===== config.mk =====
export PLATFORM = sky130hd
export DESIGN_NAME = mem_port_arbiter
export DESIGN_NICKNAME = d
export VERILOG_FILES = /design/src/rtl/mem_port_arbiter.sv
export SDC_FILE = /design/constraint.sdc
export NUM_CORES = 1
export LEC_CHECK = 0
export ABC_AREA = 1
export BUFFER_PORTS_ARGS = -buffer_cell sky130_fd_sc_hd__buf_2
export CORE_AREA = 2 2 140 142
export CTS_BUF_LIST = sky130_fd_sc_hd__clkbuf_4
export DETAILED_ROUTE_END_ITERATION = 10
export DIE_AREA = 0 0 142 144
export PLACE_DENSITY = 0.78
export SLEW_MARGIN = 20
export SYNTH_ARGS = -nofsm -noshare
export SYNTH_HDL_FRONTEND = slang
export SYNTH_SLANG_ARGS = --single-unit

===== constraint.sdc =====
create_clock -name CLK -period 2.34 [get_ports CLK]
set_input_delay 0 -clock CLK [delete_from_list [all_inputs] [get_ports CLK]]
set_output_delay 0 -clock CLK [all_outputs]
set_load 0.01 [all_outputs]

===== src/rtl/mem_port_arbiter.sv =====
// Round-robin arbiter between the cache-miss path (r0) and a second master
// (r1) for the single DataMemory port. Latches one request at a time, drives
// the memory port, and returns read data, an error flag and a Done pulse.
//
// state | meaning
// IDLE  | no transaction; arbitrate and latch the winner
// WR    | one-cycle memory write, Done to the granted requester
// RD    | hold memory read until ReadReady or timeout
// RESP  | one-cycle Done for a finished read (data/error already captured)
module mem_port_arbiter #(
    parameter int ADDR_W   = 32,
    parameter int DATA_W   = 32,
    parameter int MAX_WAIT = 64
) (
    input  logic              CLK,
    input  logic              Reset,
    input  logic              r0_ReadValid,
    input  logic              r0_WriteValid,
    input  logic [ADDR_W-1:0] r0_Addr,
    input  logic [DATA_W-1:0] r0_WriteData,
    output logic              r0_Done,
    output logic [DATA_W-1:0] r0_ReadData,
    output logic              r0_Error,
    input  logic              r1_ReadValid,
    input  logic              r1_WriteValid,
    input  logic [ADDR_W-1:0] r1_Addr,
    input  logic [DATA_W-1:0] r1_WriteData,
    output logic              r1_Done,
    output logic [DATA_W-1:0] r1_ReadData,
    output logic              r1_Error,
    output logic              m_ReadValid,
    output logic              m_WriteValid,
    output logic [ADDR_W-1:0] m_ReadAddr,
    output logic [ADDR_W-1:0] m_WriteAddr,
    output logic [DATA_W-1:0] m_WriteData,
    input  logic              m_ReadReady,
    input  logic [DATA_W-1:0] m_ReadData
);

    localparam int WAIT_W = (MAX_WAIT > 2) ? $clog2(MAX_WAIT) : 1;
    localparam logic [WAIT_W-1:0] WAIT_LAST = WAIT_W'(MAX_WAIT - 1);

    typedef enum logic [1:0] {
        IDLE = 2'd0,
        WR   = 2'd1,
        RD   = 2'd2,
        RESP = 2'd3
    } state_t;

    state_t              state;
    state_t              stateNext;
    logic                lastGrant;
    logic                grantId;
    logic [ADDR_W-1:0]   addrQ;
    logic [DATA_W-1:0]   wdataQ;
    logic [WAIT_W-1:0]   waitCnt;
    logic [DATA_W-1:0]   rdData0;
    logic [DATA_W-1:0]   rdData1;
    logic                rdErr0;
    logic                rdErr1;

    logic                r0Active;
    logic                r1Active;
    logic                grantValid;
    logic                grantSel;
    logic                grantWrite;
    logic                rdFinish;

    // Arbitration: a lone requester wins; on contention the one not served last wins.
    always_comb begin
        r0Active   = r0_ReadValid | r0_WriteValid;
        r1Active   = r1_ReadValid | r1_WriteValid;
        grantValid = r0Active | r1Active;
        if (r0Active && r1Active) begin
            grantSel = ~lastGrant;
        end else begin
            grantSel = r1Active;
        end
        grantWrite = grantSel ? r1_WriteValid : r0_WriteValid;
    end

    // Next-state and output decode; Done/Valid come only from the registered state.
    always_comb begin
        stateNext    = state;
        rdFinish     = 1'b0;
        m_ReadValid  = 1'b0;
        m_WriteValid = 1'b0;
        m_ReadAddr   = '0;
        m_WriteAddr  = '0;
        m_WriteData  = '0;
        r0_Done      = 1'b0;
        r1_Done      = 1'b0;
        case (state)
            IDLE: begin
                if (grantValid) begin
                    stateNext = grantWrite ? WR : RD;
                end
            end
            WR: begin
                m_WriteValid = 1'b1;
                m_WriteAddr  = addrQ;
                m_WriteData  = wdataQ;
                r0_Done      = ~grantId;
                r1_Done      = grantId;
                stateNext    = IDLE;
            end
            RD: begin
                m_ReadValid = 1'b1;
                m_ReadAddr  = addrQ;
                if (m_ReadReady || (waitCnt == WAIT_LAST)) begin
                    rdFinish  = 1'b1;
                    stateNext = RESP;
                end
            end
            RESP: begin
                r0_Done   = ~grantId;
                r1_Done   = grantId;
                stateNext = IDLE;
            end
            default: stateNext = IDLE;
        endcase
    end

    // State register.
    always_ff @(posedge CLK or negedge Reset) begin
        if (!Reset) begin
            state <= IDLE;
        end else begin
            state <= stateNext;
        end
    end

    // Latch the granted request and run the read wait counter.
    always_ff @(posedge CLK or negedge Reset) begin
        if (!Reset) begin
            lastGrant <= 1'b1;
            grantId   <= 1'b0;
            addrQ     <= '0;
            wdataQ    <= '0;
            waitCnt   <= '0;
        end else begin
            if (state == IDLE && grantValid) begin
                lastGrant <= grantSel;
                grantId   <= grantSel;
                addrQ     <= grantSel ? r1_Addr : r0_Addr;
                wdataQ    <= grantSel ? r1_WriteData : r0_WriteData;
            end
            if (state == RD && !rdFinish) begin
                waitCnt <= waitCnt + WAIT_W'(1);
            end else begin
                waitCnt <= '0;
            end
        end
    end

    // Capture read result for the granted requester; a timeout returns zero data.
    always_ff @(posedge CLK or negedge Reset) begin
        if (!Reset) begin
            rdData0 <= '0;
            rdData1 <= '0;
            rdErr0  <= 1'b0;
            rdErr1  <= 1'b0;
        end else if (rdFinish) begin
            if (grantId) begin
                rdData1 <= m_ReadReady ? m_ReadData : '0;
                rdErr1  <= ~m_ReadReady;
            end else begin
                rdData0 <= m_ReadReady ? m_ReadData : '0;
                rdErr0  <= ~m_ReadReady;
            end
        end
    end

    assign r0_ReadData = rdData0;
    assign r1_ReadData = rdData1;
    assign r0_Error    = rdErr0;
    assign r1_Error    = rdErr1;

endmodule

# == Word level (Yosys, flattened, before mapping) ==
# Cells that the tools add are included.
# classes
muxes,19
eq_ne,6
reduce_logical,10
add_sub_neg,1
bitwise_logic,6
# ops
cell,count
$mux 32,6
$mux 1,8
$add 6x1->6 const B,1
$eq 6x6->1 const B,1
$mux 2,3
$mux 6,1
$pmux 2 s3,1
$reduce_and 2->1,3
$eq 2x2->1 const B,2
$ne 2x2->1 const B,2
$logic_and 1x1->1,3
$not 1->1,3
$or 1x1->1,3
$eq 2x1->1 const B,1
$logic_not 2->1,1
$reduce_or 2->1,1
$logic_not 1->1,1
$logic_or 1x1->1,1
# totals
output_inout_bits,166
input_bits,167
reg_bits,140
wordCells,52

# == Logic depth before layout (Yosys ltp) ==
# Gate-level depths: netlist of run 1.
# logic_depth
ltp_word,7
mapped_depth,8

# == Worst setup path before layout of run 1 ==
# Ideal clock, no wire load.
# synth_path
path_kind,flip-flop to flip-flop
start,register waitCnt[0]
end,"register rdData1[24], in the netlist r1_ReadData[24]"
path_slack_ns,1.008
arrival_time_ns,1.215
path_buffers,1
stages_incl_launch_ff,8
path_cell_list,dfrtp_1 -> ha_1 -> nand3_2 -> o21bai_4 -> nand3_2 -> buf_2 -> nand2_1 -> nand2_1
# synth_between
elab_chain_len,5
# synth_lines
element,line,rtl
"start, declared",56,logic [WAIT_W-1:0] waitCnt;
"start signal, assigned",149,waitCnt <= waitCnt + WAIT_W'(1);
$eq 6x6->1,110,if (m_ReadReady || (waitCnt == WAIT_LAST)) begin
$logic_or 1x1->1,110,
$mux 1,110,
$mux 1,93,case (state)
$reduce_and 2->1 (no line),n/a,
"end signal, assigned",165,rdData1 <= m_ReadReady ? m_ReadData : '0;
"end, declared",58,logic [DATA_W-1:0] rdData1;
# Every way passes these cells.
# A chain may end at the register's enable or synchronous reset.

# == Worst setup path after layout of run 1 ==
# layout_path
start,register state[0]
end,register addrQ[27]
# layout_between
elab_chain_len,2
# layout_lines
element,line,rtl
"start, declared",50,state_t state;
"start signal, assigned",129,state <= stateNext;
$logic_not 2->1,142,if (state == IDLE && grantValid) begin
$logic_and 1x1->1,142,
"end signal, assigned",145,addrQ <= grantSel ? r1_Addr : r0_Addr;
"end, declared",54,logic [ADDR_W-1:0] addrQ;
# Every way passes these cells.

==> impl_results.md, run 1 <==
* Status: completed
* Largest net degree at the start of global routing at 87
* Final TNS setup at 0 ns
* Vias in the first global route at 8138
* Worst Path Buf+Inv at 3
* Die height at 144 um
* Wirelength, routed at 25370 um
* Worst slew margin at 49.71%
* Layout cell share with drive strength beyond 1 at 26.80%
* Final core occ at 58.33%
* Sequence of cells on the critical path: inv_2 -> nand2_2 -> a21oi_4 -> buf_4 -> nand3_1 -> dlygate4sd3_1 -> o21ai_1
* Arrival @ worst endpoint at 2.62 ns
* Vias at 8526
* Worst-path maximum fanout at 45
* Setup CP Type: reg2reg
* Maximum root-to-sink buffer count at 2
* Setup Fix Bufs, Post-CTS at 0
* Startpoint types: flip-flop
* Slew Viols, Final at 0
* Crit. End Element: flip-flop
* H-tree Lvls at 4
* Ys async rst share at 100.0%
* GP Congestion at 0.8333
* Nets at 1640
* Total of max-cap violations at 0
* Met3 Usage GRT at 5.629%
* Cts bufs inserted at 17
* CTS tree: done
* Tot Pwr at 12340 uW
* Post-Synthesis Cells at 1011
* Met1 GRT Util at 28.66%
* Initial drt markers at 522
* Fmax at 468.3 MHz
* Root buffer cell: clkbuf_4
* Core area at 0.01908 sq mm
* Port bufs at 332
* Routed length per instance at 14.71 um
* Synthesis Warnings at 0
* Register area share after synthesis at 47.35%
* Yosys reg bits at 140
* Clock Pin Slew Worst Setup and Hold Paths at 0.15 ns
* TritonRoute pass-1 iters at 8
* Rows at 51
* Initial antenna violation count at 3
* Pleak at 0.006371 uW
* Die X at 142 um
* Worst Tran Pin Value at 0.7543 ns
* Ys flop type: dfrtp_1
* Worst Hold Class: in2async
* Mapped Area at 0.007401 sq mm
* Via/cell ratio at 4.943
* Crit path required time at 2.82 ns
* Slowest cell delay on critical path at 0.61 ns
* Final antenna-violating net count at 0
* Final period util at 91.25%
* Tot GR Track Use at 24.03%
* Area growth syn-to-layout at 50.36%
* Final count of hold timing violations at 0
* Busiest metal layer after global routing: met2
* Ports at 333
* Pwr dens at 1109 mW/mm^2
* Avg Cell Area, Syn at 7.320 sq um
* Largest delay share family, worst path: buffers and inverters
* Peak supply drop at 613.7 uV
* Detail Placement HPWL at 15330 um
* Post-synthesis cell type count at 26
* DRC errors left at 0
* Crit-path slowest cell: dlygate4sd3_1
* Setup Viol. Count Final at 0
* Clk_skew at 0.01776 ns
* Number of flops mapped to enable cells by yosys at 0
* Clock sink count at 140
* Total grt overflow at 0
* Global-route track usage on met2 at 41.80%
* Clk_lat worst skew at 0.54 ns
* RSZ-0062 raised after global routing: no
* DIE AREA at 0.02045 sq mm
* Syn Nets at 1179
* Final min period at 2.135 ns
* First-pass GRT wire length at 39020 um
* Initial Util at 38.79%
state kept, by name, indices dropped and copies added, names as in the netlist:
register and count:
r1_ReadData 32, addrQ 32, grantId 1, r0_Error 1
wdataQ 32, state 2, r1_Error 1, r0_ReadData 32
lastGrant 1, waitCnt 6
power breakdown:
group          internal, uW  switching (uW)
sequential             3520             463
clock                   591            1070
combinational          2640            4050
total                  6750            5580
path summary, 6_finish.rpt:
path,from,depth (start not counted),slack [ns],to
max,state[0],7,0.20,addrQ[27]
min,Reset,2,0.04,r1_ReadData[8]
max reg2reg,state[0],7,0.20,addrQ[27]
min reg2reg,waitCnt[0],1,0.47,waitCnt[0]
max in group asynchronous,Reset,3,1.52,lastGrant
min in group CLK,r1_ReadValid,5,0.22,addrQ[15]
cells in the mapped netlist (2+ instances only):
cell type,n,area share [%]
nand2_1,208,11
inv_1,197,10
dfrtp_1,139,47
nand3_1,132,8.9
nor2_1,108,5.5
nand4_1,66,5.6
o21ai_1,64,4.3
clkbuf_1,25,1.3
buf_2,23,1.6
buf_4,8,0.81
buf_6,8,1.2
inv_2,8,0.41
buf_1,7,0.36
nand3_2,4,0.54
a21oi_1,2,0.14
xor2_1,2,0.24
per-layer routing:
metal,vias up,share of wire [%]
met2,453,50
met3,58,7.9
met5,-,0.051
li1,4072,-
met1,3941,39
met4,2,2.8
logic make-up (layout without fill, tap and decap cells):
logic type	Yosys count	after routing	share of synthesized area (%)
AOI/OAI and AO/OA	70	70	5.123
xor gates and xnor gates	3	3	0.3551
adders and majority gates	1	1	0.1690
buffers and inverters	276	750	15.60
DFF	140	140	47.35
other	0	2	0
and+or+nand+nor	521	521	31.39
cells in the final DEF (no fill, tap or decap), types with 5 or more instances in the layout:
| cell | synthesis | routed |
|---|---|---|
| inv_1 | 197 | 197 |
| dlygate4sd3_1 | 0 | 167 |
| nand3_1 | 132 | 132 |
| nand2_1 | 208 | 207 |
| buf_4 | 8 | 10 |
| inv_2 | 8 | 7 |
| inv_8 | 0 | 5 |
| dfrtp_1 | 139 | 139 |
| nand4_1 | 66 | 66 |
| clkbuf_4 | 0 | 17 |
| nor2_1 | 108 | 108 |
| buf_2 | 23 | 331 |
| o21ai_1 | 64 | 64 |
repair_timing:
action / in CTS / in global routing
hold buffers: 167 / 0
setup endpoints to repair: 1 / 0
gates resized for setup: 1 / 0
hold endpoints to repair: 276 / 0
area by class of cell:
type,count,area (sq um)
diodes,2,5.005
clock buffers,17,127.6
clock inverters,15,175.2
fillers,1622,7951
inverters,205,772.0
multi-input cells,595,2751
flip-flops and latches,140,3505
well taps,238,297.8
repair buffers,513,3495
per-stage QoR:
| step | std cells | setup WS (ns) | hold WS, ns | instance area (sq um) |
|---|---|---|---|---|
| 5_1_grt | 1725 | 0.04011 | 0.02370 | 11130 |
| 6_report | 1725 | 0.2048 | 0.03557 | 11130 |
| 3_5_place_dp | 1524 | 0.6421 | 0.06372 | 9146 |
| 3_3_place_gp | 1524 | 0.7351 | 0.06594 | 9146 |
| 2_1_floorplan | 1011 | 1.008 | -0.2956 | 7401 |
| 4_1_cts | 1723 | 0.1880 | 0.001616 | 11120 |
Power figures use the tool's default switching activity.
==> run 2, diff against run 1 <==
--- a/config.mk
+++ b/config.mk
@@ -5,13 +5,12 @@
 export SDC_FILE = /design/constraint.sdc
 export NUM_CORES = 1
 export LEC_CHECK = 0
-export ABC_AREA = 1
 export BUFFER_PORTS_ARGS = -buffer_cell sky130_fd_sc_hd__buf_2
-export CORE_AREA = 2 2 140 142
+export CORE_AREA = 2 2 148 150
 export CTS_BUF_LIST = sky130_fd_sc_hd__clkbuf_4
 export DETAILED_ROUTE_END_ITERATION = 10
-export DIE_AREA = 0 0 142 144
-export PLACE_DENSITY = 0.78
+export DIE_AREA = 0 0 150 152
+export PLACE_DENSITY = 0.77
 export SLEW_MARGIN = 20
 export SYNTH_ARGS = -nofsm -noshare
 export SYNTH_HDL_FRONTEND = slang
==> impl_results.md, run 2 <==
* Status: completed
* Core area at 0.02135 sq mm
* Hold-fix buffers, CTS at 180
* Via/cell ratio at 5.607
* Final hold slack at 0.1526 ns
* Fin worst setup slack at 0.2569 ns
* Die height at 152 um
* Port bufs at 332
* Crit-path slowest cell: dfrtp_1
* Area of the multi-input gates at 0.004419 sq mm
* Fmax at 480.0 MHz
* Tot GR Track Use at 26.82%
* Setup CP Type: reg2out
* DP Worst Slack at 0.4039 ns
* Register area at 0.003505 sq mm
* DRC errors left at 0
* Post-CTS Resized at 0
* Final core occ at 57.82%
* Worst Path Buf+Inv at 3
* Post-synth top area share at 41.67%
* Arrival @ worst endpoint at 2.08 ns
* Ys async rst share at 100.0%
* Syn Nets at 1070
* RSZ-0062 raised after global routing: no
* Routed length per instance at 18.98 um
* Initial drt markers at 659
* Area contributors post-synth: dfrtp_1, a2bb2oi_2, o21ai_0
* Post-synthesis cell type count at 43
* Mapped Area at 0.008347 sq mm
* Wirelength, routed at 31510 um
* Ports at 333
* Dpl cell area at 0.01024 sq mm
* Setup Fix Bufs, Post-CTS at 0
* Final antenna-violating net count at 0
* Clk_lat worst skew at 0.56 ns
* Crit path required time at 2.34 ns
* Final TNS setup at 0 ns
* Detail Placement HPWL at 18510 um
* Post-Synthesis Cells at 902
* Worst slew margin at 37.77%
* Commonest non-fill, non-tap cell in the layout: buf_2
* Peak supply drop at 684.1 uV
* Number of flops mapped to enable cells by yosys at 0
* Largest delay share family, worst path: flip-flops
* Die X at 150 um
* First-pass GRT wire length at 49020 um
* Initial Util at 39.09%
* Clock Pin Slew Worst Setup and Hold Paths at 0.13 ns
* Maximum root-to-sink buffer count at 2
* Vias in the first global route at 9142
* Yosys top cell by area: dfrtp_1
* Initial antenna violation count at 6
* Slowest cell delay on critical path at 0.51 ns
* GP Congestion at 0.8834
* Startpoint types: flip-flop
* Sequence of cells on the critical path: nand2b_1 -> inv_1 -> buf_4 -> and2_1 -> buf_2
* TritonRoute pass-1 iters at 5
* Synthesis Warnings at 0
* Vias at 9307
* FILL cells at 1756
* Final Cell Area at 0.01234 sq mm
* Total of max-cap violations at 0
* Register area share after synthesis at 41.99%
* Final min period at 2.083 ns
* Clk_skew at 0.02980 ns
* CTS tree: done
* Setup Viol. Count Final at 0
* Largest net degree at the start of global routing at 71
* Root buffer cell: clkbuf_4
* Final count of hold timing violations at 0
* Total grt overflow at 0
* Crit. End Element: output port
* Pleak at 0.005400 uW
* Avg Cell Area, Syn at 9.254 sq um
* Cts bufs inserted at 17
* Worst Tran Pin Value at 0.9299 ns
* Worst-path maximum fanout at 33
* List of most frequent post-synthesis cells: dfrtp_1, nand2_1, o21ai_0
* Slew Viols, Final at 0
* Nets at 1529
* Area growth syn-to-layout at 47.89%
* Clock sink count at 140
* Most frequent cell after synthesis: dfrtp_1
* Commonest cells after routing, fill and taps aside: buf_2, dlygate4sd3_1, dfrtp_1, nand2_1, o21ai_0
* Pwr dens at 1107 mW/mm^2
* Final period util at 89.02%
* Ys flop type: dfrtp_1
* H-tree Lvls at 4
* Worst Hold Class: in2reg
* DIE AREA at 0.02280 sq mm
* Rows at 54
* Layout cell share with drive strength beyond 1 at 34.21%
* Yosys reg bits at 140
[run 2: layout make-up]
cell class                      instances  area share (%)
Antenna cell                            6          0.1216
Clock buffer                           17           1.034
Clock inverter                         15           1.318
Inverter                                4          0.1216
Multi-Input combinational cell        662           35.80
Sequential cell                       140           28.39
Tap cell                              280           2.838
Timing Repair Buffer                  536           30.38
[run 2: cells by family (layout without fill, tap and decap cells)]
group	count (synthesis)	in the layout	share of synthesized area, %
flops	140	140	41.99
compound gates	273	273	27.67
fa+ha+maj	1	1	0.1499
buf+inv	100	572	5.606
simple gates	385	385	24.27
xor+xnor	3	3	0.3149
other cells	0	6	0
[run 2: metrics by stage]
step           instances  power (uW)
6_report            1660       13670
5_1_grt             1659       14540
4_1_cts             1654       13550
3_5_place_dp        1442       11530
3_3_place_gp        1442       11300
2_1_floorplan        902        9180
[run 2: path summary, 6_finish.rpt]
| path | from | to | slack (ns) | depth (start not counted) |
|---|---|---|---|---|
| max | state[0] | m_ReadAddr[15] | 0.26 | 5 |
| min | r0_WriteValid | lastGrant | 0.15 | 4 |
| max reg2reg | lastGrant | state[1] | 0.31 | 4 |
| min reg2reg | r1_ReadData[15] | r1_ReadData[15] | 0.52 | 2 |
| max in group asynchronous | Reset | r1_ReadData[15] | 0.28 | 4 |
| min in group asynchronous | Reset | r1_ReadData[26] | 0.51 | 3 |
[run 2: per-layer routing]
metal  GRT usage (%)  part of all wire, %  vias to the layer above
met5               0                0.022                        -
met4           11.01                  3.9                        2
met3           6.426                  7.6                      106
met2           44.81                   49                      550
met1           33.05                   39                     4524
li1                -                    -                     4125
[run 2: worst reg2reg max path, stage by stage (launching register included)]
cell and delay [ns]:
dfstp_2 0.62, nand3b_1 0.08, dlygate4sd3_1 0.56, a31oi_1 0.17
dlygate4sd3_1 0.56
[run 2: power breakdown]
group | switching, uW | internal [uW]
Clock | 1050 | 653
Combinational | 3900 | 3650
Sequential | 938 | 3480
